===== config.mk =====
export PLATFORM = sky130hd
export DESIGN_NAME = ltc2320_emu_flat
export DESIGN_NICKNAME = d
export VERILOG_FILES = /design/src/rtl/ltc2320_pkg.sv /design/src/rtl/ltc2320_emu_if.sv /design/src/rtl/ltc2320_emu_lane.sv /design/src/rtl/ltc2320_emu.sv /design/src/flat_wrapper.sv
export SDC_FILE = /design/constraint.sdc
export NUM_CORES = 1
export LEC_CHECK = 0
export CAP_MARGIN = 20
export CORE_AREA = 2 2 156 158
export DETAILED_ROUTE_END_ITERATION = 10
export DIE_AREA = 0 0 158 160
export PLACE_DENSITY = 0.81
export SLEW_MARGIN = 20
export SYNTH_ARGS = -nofsm -noshare
export SYNTH_HDL_FRONTEND = slang
export SYNTH_HIERARCHICAL = 1
export SYNTH_SLANG_ARGS = --single-unit

===== constraint.sdc =====
create_clock -name clk -period 4.4 [get_ports clk]
set_input_delay 0.88 -clock clk [delete_from_list [all_inputs] [get_ports clk]]
set_output_delay 0.88 -clock clk [all_outputs]
set_load 0.05 [all_outputs]

===== src/rtl/ltc2320_pkg.sv =====
// Shared constants and state encoding for the LTC2320-14 device emulator.
package ltc2320_pkg;

  localparam int unsigned LTC2320_LANES      = 8;
  localparam int unsigned LTC2320_CODE_W     = 14;
  localparam int unsigned LTC2320_FRAME_BITS = 16;

  typedef enum logic [1:0] {
    IDLE    = 2'd0,
    CONVERT = 2'd1,
    SHIFT   = 2'd2
  } state_t;

endpackage


===== src/rtl/ltc2320_emu_if.sv =====
// Serial ADC link: receiver (master) drives CNV_n/SCK, emulator (slave) drives SDO/CLKOUT.
interface ltc2320_emu_if;
  import ltc2320_pkg::*;

  logic                     CNV_n;
  logic                     SCK;
  logic                     CLKOUT;
  logic [LTC2320_LANES-1:0] SDO;

  modport master (output CNV_n, SCK, input SDO, CLKOUT);
  modport slave  (input CNV_n, SCK, output SDO, CLKOUT);
endinterface


===== src/rtl/ltc2320_emu_lane.sv =====
// One SDO lane: 16-bit load/shift register, MSB driven out, zeros shifted in.
module ltc2320_emu_lane
  import ltc2320_pkg::*;
(
  input  logic                          clk,
  input  logic                          rst,
  input  logic                          load,
  input  logic                          shift,
  input  logic                          clear,
  input  logic [LTC2320_FRAME_BITS-1:0] din,
  output logic                          sdo
);

  logic [LTC2320_FRAME_BITS-1:0] sr;

  // Zero fill means the line naturally returns to 0 after the 16th shift.
  always_ff @(posedge clk or posedge rst) begin
    if (rst)        sr <= '0;
    else if (clear) sr <= '0;
    else if (load)  sr <= din;
    else if (shift) sr <= {sr[LTC2320_FRAME_BITS-2:0], 1'b0};
  end

  assign sdo = sr[LTC2320_FRAME_BITS-1];

endmodule


===== src/rtl/ltc2320_emu.sv =====
// LTC2320-14 8-lane serial ADC device emulator, synchronous to the receiver clock.
// Optional LTC2320_EMU_PATTERN_EN adds pattern_en and a frame counter test pattern.
module ltc2320_emu
  import ltc2320_pkg::*;
#(
  parameter int unsigned CONV_CYCLES = 80,
  parameter int unsigned NUM_LANES   = 8
) (
  input  logic                                clk,
  input  logic                                rst,
  ltc2320_emu_if.slave                        bus,
  input  logic [NUM_LANES*LTC2320_CODE_W-1:0] code_in,
  output logic                                busy,
  output logic                                frame_done,
  output logic                                err
`ifdef LTC2320_EMU_PATTERN_EN
  , input  logic                              pattern_en
`endif
);

  localparam int unsigned CNT_W = (CONV_CYCLES > 1) ? $clog2(CONV_CYCLES) : 1;
  localparam int unsigned BIT_W = 5;

  state_t                    state, state_d;
  logic [CNT_W-1:0]          conv_cnt, conv_cnt_d;
  logic [BIT_W-1:0]          bit_cnt, bit_cnt_d;
  logic                      busy_d, frame_done_d, err_d;
  logic                      latch_c, load_c, shift_c, clear_c;
  logic                      cnv_q, sck_q;
  logic                      cnv_rise_c, sck_fall_c;
  logic [LTC2320_CODE_W-1:0] code_lat [NUM_LANES];
  logic [NUM_LANES-1:0]      sdo;

  assign cnv_rise_c = bus.CNV_n & ~cnv_q;
  assign sck_fall_c = ~bus.SCK & sck_q;

  // cnv_q resets high so a CNV_n already high at reset release is not an edge.
  always_ff @(posedge clk or posedge rst) begin
    if (rst) begin
      cnv_q      <= 1'b1;
      sck_q      <= 1'b0;
      bus.CLKOUT <= 1'b0;
    end else begin
      cnv_q      <= bus.CNV_n;
      sck_q      <= bus.SCK;
      bus.CLKOUT <= bus.SCK;
    end
  end

  always_ff @(posedge clk or posedge rst) begin
    if (rst) begin
      state      <= IDLE;
      conv_cnt   <= '0;
      bit_cnt    <= '0;
      busy       <= 1'b0;
      frame_done <= 1'b0;
      err        <= 1'b0;
    end else begin
      state      <= state_d;
      conv_cnt   <= conv_cnt_d;
      bit_cnt    <= bit_cnt_d;
      busy       <= busy_d;
      frame_done <= frame_done_d;
      err        <= err_d;
    end
  end

  // A conversion start always wins; a restart while busy or shifting is an error.
  always_comb begin
    state_d      = state;
    conv_cnt_d   = conv_cnt;
    bit_cnt_d    = bit_cnt;
    busy_d       = busy;
    frame_done_d = 1'b0;
    err_d        = err;
    latch_c      = 1'b0;
    load_c       = 1'b0;
    shift_c      = 1'b0;
    clear_c      = 1'b0;
    if (cnv_rise_c) begin
      if (state != IDLE) err_d = 1'b1;
      latch_c    = 1'b1;
      clear_c    = 1'b1;
      conv_cnt_d = '0;
      bit_cnt_d  = '0;
      busy_d     = 1'b1;
      state_d    = CONVERT;
    end else begin
      case (state)
        IDLE: ;
        CONVERT: begin
          if (sck_fall_c) err_d = 1'b1;
          if (conv_cnt == CNT_W'(CONV_CYCLES - 1)) begin
            load_c     = 1'b1;
            busy_d     = 1'b0;
            conv_cnt_d = '0;
            state_d    = SHIFT;
          end else begin
            conv_cnt_d = conv_cnt + CNT_W'(1);
          end
        end
        SHIFT: begin
          if (sck_fall_c) begin
            shift_c = 1'b1;
            if (bit_cnt == BIT_W'(LTC2320_FRAME_BITS - 1)) begin
              bit_cnt_d    = '0;
              frame_done_d = 1'b1;
              state_d      = IDLE;
            end else begin
              bit_cnt_d = bit_cnt + BIT_W'(1);
            end
          end
        end
        default: state_d = IDLE;
      endcase
    end
  end

`ifdef LTC2320_EMU_PATTERN_EN
  logic [LTC2320_CODE_W-1:0] frame_cnt;

  always_ff @(posedge clk or posedge rst) begin
    if (rst)          frame_cnt <= '0;
    else if (latch_c) frame_cnt <= frame_cnt + LTC2320_CODE_W'(1);
  end

  always_ff @(posedge clk or posedge rst) begin
    if (rst) begin
      for (int i = 0; i < int'(NUM_LANES); i++) code_lat[i] <= '0;
    end else if (latch_c) begin
      for (int i = 0; i < int'(NUM_LANES); i++)
        code_lat[i] <= pattern_en ? frame_cnt + LTC2320_CODE_W'(i)
                                  : code_in[i*LTC2320_CODE_W +: LTC2320_CODE_W];
    end
  end
`else
  always_ff @(posedge clk or posedge rst) begin
    if (rst) begin
      for (int i = 0; i < int'(NUM_LANES); i++) code_lat[i] <= '0;
    end else if (latch_c) begin
      for (int i = 0; i < int'(NUM_LANES); i++)
        code_lat[i] <= code_in[i*LTC2320_CODE_W +: LTC2320_CODE_W];
    end
  end
`endif

  for (genvar i = 0; i < int'(NUM_LANES); i++) begin : g_lane
    ltc2320_emu_lane u_lane (
      .clk   (clk),
      .rst   (rst),
      .load  (load_c),
      .shift (shift_c),
      .clear (clear_c),
      .din   ({code_lat[i], 2'b00}),
      .sdo   (sdo[i])
    );
  end

  assign bus.SDO = sdo;

endmodule


===== src/flat_wrapper.sv =====
// flat-port wrapper written by rule: the top's interface ports become plain ports
module ltc2320_emu_flat import ltc2320_pkg::*;
#(
  parameter int unsigned CONV_CYCLES = 80,
  parameter int unsigned NUM_LANES   = 8
)
  (clk, rst, code_in, busy, frame_done, err, bus_CNV_n, bus_SCK, bus_SDO, bus_CLKOUT);
  ltc2320_emu_if bus_i ();
  input  logic clk;
  input  logic rst;
  input  logic [NUM_LANES*LTC2320_CODE_W-1:0] code_in;
  output logic busy;
  output logic frame_done;
  output logic err;
  input wire logic [$bits(bus_i.CNV_n)-1:0] bus_CNV_n;
  input wire logic [$bits(bus_i.SCK)-1:0] bus_SCK;
  output wire logic [$bits(bus_i.SDO)-1:0] bus_SDO;
  output wire logic [$bits(bus_i.CLKOUT)-1:0] bus_CLKOUT;
  assign bus_i.CNV_n = bus_CNV_n;
  assign bus_i.SCK = bus_SCK;
  assign bus_SDO = bus_i.SDO;
  assign bus_CLKOUT = bus_i.CLKOUT;
  ltc2320_emu #(.CONV_CYCLES(CONV_CYCLES), .NUM_LANES(NUM_LANES)) u_core (.clk(clk), .rst(rst), .bus(bus_i), .code_in(code_in), .busy(busy), .frame_done(frame_done), .err(err));
endmodule

==> qor.txt, run 1 <==
Number of global-route vias before repair - 8277
GRT Total Usage - 0.194
Slew HR - 0.324
Routed length per placed instance - 15.2 microns
CTS sink count - 259
Final-report setup violation count - 0
Antenna diodes - 0
Max clock buf depth - 3
FF-to-FF path depth - 6
Core Rows - 57
Fill count - 1989
Synth cell types - 45
Post-DP HPWL - 14.5 mm
Mapped Cells - 1139
Hold Path End - u_core/code_lat[6]
# IOs - 128
Antenna violations before repair - 0
Worst path arrival time - 3.59 ns
Clock-pin slew on the worst setup and hold paths - 0.06 ns
Antenna Nets Post-Route - 0
Tmin final - 3.17 ns
CTS tree - yes
Final hold violations - 0
RSZ-0062 raised after global routing - false
Hold path startpoint - u_core/code_lat[6]
Seq/Total Area, Yosys - 0.545
WS Path Type - input pin to register
Clock Skews - 0.0150 ns
Worst-path fanout max - 94
FMAX - 315 MHz
Net count, final - 1361
Critical path endpoint category - register
CP max-delay cell - buf_4
Root buffer cell - clkbuf_16
IR drop worst, VDD - 0.265 mV
Largest net degree at the start of global routing - 205
Synth Register Bits - 259
Die X - 158 microns
Crit path largest cell delay - 0.59 ns
DRC violations left - 0
GR Layer Usage met3 - 0.0228
Die ar. - 25300 sq um
Setup slack, reg-to-reg - 1.48 ns
Max_cap viols - 0
Port Buffers - 127
Startpoint types - input pin
GR Layer Usage met1 - 0.273
Routability cong. - 0.745
Total CTS buffers - 28
Post-CTS Resized - 0
Smallest hold slack - 0.475 ns
Share of cells above drive strength 1 - 0.0719
Worst skew pair latency - 0.53 ns
Routed wire length - 24.2 mm
Average size of a mapped cell - 10.4 sq um
CTS H-tree lvls - 1
Reg-to-Reg Start - u_core/conv_cnt[5]
Worst path cell trace - clkdlybuf4s50_1 > nand2b_4 > inv_8 > nor2_4 > buf_4 > inv_1 > a211oi_1
Ys Warns - 6
Vias per cell - 5.13
Slew Viols, Final - 0
Leakage - 6.30 nW
Top FF cell, synth - dfrtp_1
Busiest grt layer - met2
Initial core utilization - 0.499
Initial drt markers - 570
Die H - 160 microns
Post-route clock period utilization - 0.721
Measured slew at the worst slew-check pin - 1.01 ns
Number of hold buffers added after CTS - 0
Post-synth ARST share - 1.00
Number of synthesized flops with an enable pin - 0
Worst Hold Class - register to register
PwrDens - 376 nW/um^2
Postcts setup bufs - 0
Status - complete, no violations
Global-route wire length before repair - 40.6 mm
Hold Path Depth - 2
Core Box Area - 23800 sq um
Met2 usage in global routing - 0.319
GR Overflow Total - 0
Pre-Repair DR Iteration Count - 4
R2r endpoint - u_core/g_lane[5].u_lane/sr[6]
Critical path data required time - 4.81 ns
TNS Setup - 0 ns
Area delta synth->final - 19.2%
Synth Cell Area - 11900 sq um
Vias - 8159
-- power by group --
group          switching [mW]  total [mW]  leakage (nW)  internal (mW)
clock                   0.924        2.34         0.474           1.41
sequential             0.0892        2.62          3.41           2.53
combinational           0.211       0.377          2.41          0.166
total                    1.22        5.33          6.30           4.10
-- critical path: cells and delay by family --
family / cells / cell delay, ns
buffers and inverters: 4 / 1.75
and+or+nand+nor: 2 / 0.58
AOI/OAI and AO/OA: 1 / 0.34
-- worst max-delay path by stage --
stage	endpoint	slack, ns	startpoint
final	u_core/g_lane[5].u_lane/sr[6]	1.23	bus_CNV_n
after global routing	u_core/g_lane[6].u_lane/sr[4]	0.89	bus_CNV_n
after CTS	u_core/g_lane[5].u_lane/sr[2]	1.21	bus_CNV_n
after detailed placement	u_core/g_lane[5].u_lane/sr[14]	0.67	bus_CNV_n
after global placement	u_core/g_lane[3].u_lane/sr[14]	0.79	bus_CNV_n
after floorplan	u_core/bit_cnt[0]	0.02	rst
-- cells in the final DEF (no fill, tap or decap), drive strengths merged --
cell type	n
a211oi	120
o22ai	1
o21ai	4
o311ai	1
conb	16
clkdlybuf4s50	127
or3b	9
xor2	1
nor2	3
clkinv	8
o31ai	3
mux2i	120
nand4b	1
nor3b	1
nor3	1
a311oi	2
nor2b	121
a21oi	15
nand3b	3
bufinv	1
a41oi	3
clkbuf	43
inv	21
nand2	353
dfstp	1
and2b	1
nand2b	3
and4bb	1
or4b	1
a21o	1
nand3	5
or3	2
ha	2
nand4bb	1
or4	2
buf	8
a31oi	1
dfrtp	258
-- state kept, by name (all words and copies together) (netlist names) --
| register | cells |
|---|---|
| u_core/bit_cnt | 5 |
| u_core/busy | 1 |
| u_core/cnv_q | 1 |
| u_core/code_lat | 112 |
| u_core/conv_cnt | 7 |
| u_core/err | 1 |
| u_core/frame_done | 1 |
| u_core/g_lane.u_lane/sr | 128 |
| u_core/sck_q | 1 |
| u_core/state | 2 |
-- through the flow --
step	cells	power, mW	utilization	setup WS, ns	area, sq um
final	1589	5.33	0.595	1.23	14200
after global routing	1589	5.56	0.595	0.887	14200
after CTS	1589	5.38	0.595	1.21	14200
after detailed placement	1537	3.04	0.556	0.672	13200
after global placement	1537	3.02	0.556	0.788	13200
after floorplan	1154	2.85	-	0.0240	11900
-- routing by layer --
| layer | wire length, microns | up-vias |
|---|---|---|
| met4 | 501 | 0 |
| met2 | 11500 | 141 |
| met3 | 874 | 39 |
| met5 | 0 | - |
| met1 | 11300 | 3962 |
| li1 | - | 4017 |
-- cell type report --
class | instances | area [sq um] | share of cell area
sequential | 259 | 6480 | 0.457
multi-input combinational | 798 | 4870 | 0.344
timing repair buffer | 135 | 1380 | 0.0974
clock buffer | 43 | 868 | 0.0613
tap | 324 | 405 | 0.0286
inverter | 21 | 91.3 | 0.00644
clock inverter | 9 | 73.8 | 0.00521
-- synthesized netlist by cell type (2+ instances only) --
cell      count  area [sq um]
a211oi_1     96           721
a211oi_2     24           300
a21oi_1      14          70.1
a311oi_1      2          17.5
a41oi_1       3          26.3
buf_12        8           160
buf_2        18          90.1
buf_4         8          60.1
buf_6         9           101
clkbuf_1     32           120
dfrtp_1     258          6460
ha_1          2          25.0
inv_1        20          75.1
mux2i_1     120          1200
nand2_1     353          1330
nand2b_1      3          18.8
nand3_1       5          25.0
nand3b_1      3          22.5
nor2_1        3          11.3
nor2b_1     121           757
o21ai_0       4          20.0
o31ai_1       3          22.5
or3b_1        8          70.1
-- kinds of logic (layout without fill, tap and decap cells) --
family	after synthesis	count (layout)	synth area share
other	1	16	0.000315
AO/OA/AOI/OAI	151	151	0.102
buffers and inverters	97	208	0.0517
multiplexers	120	120	0.101
adder cells (fa/ha/maj)	2	2	0.00210
flip-flops	259	259	0.545
AND/OR/NAND/NOR	508	508	0.197
XOR/XNOR	1	1	0.000737
Power figures use the tool's default switching activity.
==> inputs of run 2 (changes only) <==
clock period = 2.7 ns   (was 4.4 ns; I/O delays follow)
==> qor.txt, run 2 (synthesis results as in run 1) <==
Antenna violations before repair - 1
Final hold violations - 0
Tmin final - 2.44 ns
# IOs - 128
Leakage - 6.38 nW
Pre-CTS WS - 0.162 ns
Multi-input logic area - 4870 sq um
Worst Hold Class - register to register
Worst path arrival time - 2.87 ns
Routed wire length - 23.7 mm
DP Area - 13400 sq um
Worst-path fanout max - 28
Pre-Repair DR Iteration Count - 4
Slew Viols, Final - 0
Global-route wire length before repair - 40.2 mm
Core Box Area - 23800 sq um
Top Registers - u_core/g_lane.u_lane/sr (128), u_core/code_lat (112), u_core/conv_cnt (7)
Slew HR - 0.393
Power Internal - 7.02 mW
Switching pwr - 2.02 mW
Commonest cells after routing, fill and taps aside - 353 x nand2_1, 258 x dfrtp_1, 127 x clkdlybuf4s50_1
GRT Total Usage - 0.192
Area delta synth->final - 20.9%
PwrDens - 628 nW/um^2
Number of hold buffers added after CTS - 0
Core Util, Final - 0.604
Measured slew at the worst slew-check pin - 0.911 ns
Post-DP HPWL - 14.5 mm
Post-CTS Resized - 0
Reg area - 6480 sq um
Initial core utilization - 0.499
WS Path Type - register to register
Worst skew pair latency - 0.54 ns
Die ar. - 25300 sq um
Share of cells above drive strength 1 - 0.0761
Number of global-route vias before repair - 8284
Fill count - 2011
Die H - 160 microns
Comb pwr share - 0.068
Root buffer cell - clkbuf_16
Port Buffers - 127
Net count, final - 1371
Max_cap viols - 0
Setup ws final - 0.261 ns
Busiest grt layer - met2
Routed length per placed instance - 14.8 microns
GR Layer Usage met3 - 0.0274
Routability cong. - 0.776
CTS tree - yes
FMAX - 410 MHz
Reg with most FFs - u_core/g_lane.u_lane/sr
Max clock buf depth - 3
Postcts setup bufs - 0
Critical path data required time - 3.13 ns
TNS Setup - 0 ns
Die X - 158 microns
IR drop worst, VDD - 0.364 mV
Most common cell after layout, fill and taps aside - nand2_1
Final cell area excluding filler cells - 14400 sq um
Status - complete, no violations
Startpoint types - register
Antenna Nets Post-Route - 0
Core Rows - 57
Met2 usage in global routing - 0.311
Switching share of power - 0.223
Post-route clock period utilization - 0.904
Max FFs per register - 128
Initial drt markers - 548
DRC violations left - 0
Total CTS buffers - 29
CTS sink count - 259
Clock Skews - 0.0126 ns
CTS H-tree lvls - 1
Vias per cell - 5.08
Clock-pin slew on the worst setup and hold paths - 0.06 ns
Largest net degree at the start of global routing - 201
GR Overflow Total - 0
GR Layer Usage met1 - 0.275
RSZ-0062 raised after global routing - false
Critical path endpoint category - register
Clock share of power - 0.460
Vias - 8120
Final-report setup violation count - 0
Seq pwr share - 0.472
run 2: final timing paths:
check	from	endpoint	slack (ns)	cells past startpoint
max reg2reg	u_core/conv_cnt[5]	u_core/g_lane[3].u_lane/sr[2]	0.26	6
max	u_core/conv_cnt[5]	u_core/g_lane[3].u_lane/sr[2]	0.26	6
max in group asynchronous	rst	u_core/bit_cnt[2]	1.12	3
min	u_core/code_lat[86]	u_core/code_lat[86]	0.47	2
min reg2reg	u_core/code_lat[86]	u_core/code_lat[86]	0.47	2
min in group asynchronous	rst	u_core/g_lane[3].u_lane/sr[1]	0.91	2
run 2: layout make-up:
cell class,instances,share of cell area
antenna,1,0.000174
clock buffer,40,0.0554
clock inverter,12,0.0151
inverter,21,0.00627
multi-input combinational,798,0.339
tap,324,0.0282
timing repair buffer,144,0.105
sequential,259,0.451
run 2: power groups by stage:
stage | Combinational [mW] | Sequential (mW) | Clock (mW)
after global placement | 0.604 | 4.32 | 0
after detailed placement | 0.621 | 4.33 | 0
after floorplan | 0.355 | 4.29 | 0
after global routing | 0.706 | 4.29 | 4.42
after CTS | 0.627 | 4.26 | 4.25
final | 0.611 | 4.26 | 4.16
run 2: stage by stage:
step,hold WS [ns],instances,power (mW)
after global routing,0.489,1599,9.42
after floorplan,0.446,1154,4.64
after detailed placement,0.463,1546,4.95
after CTS,0.477,1598,9.14
final,0.474,1599,9.03
after global placement,0.458,1546,4.92
run 2: metal layers:
| metal | vias to the layer above | routed length (microns) |
|---|---|---|
| li1 | 4040 | - |
| met1 | 3928 | 11300 |
| met2 | 123 | 11200 |
| met3 | 29 | 809 |
| met4 | 0 | 389 |
| met5 | - | 0 |
run 2: worst max-delay path, cell delays in order, from the launching register on:
cell and delay, ns:
dfrtp_1 0.43, or3b_4 0.43, or3_4 0.41, nor2_4 0.19
buf_4 0.28, inv_1 0.29, a211oi_1 0.30
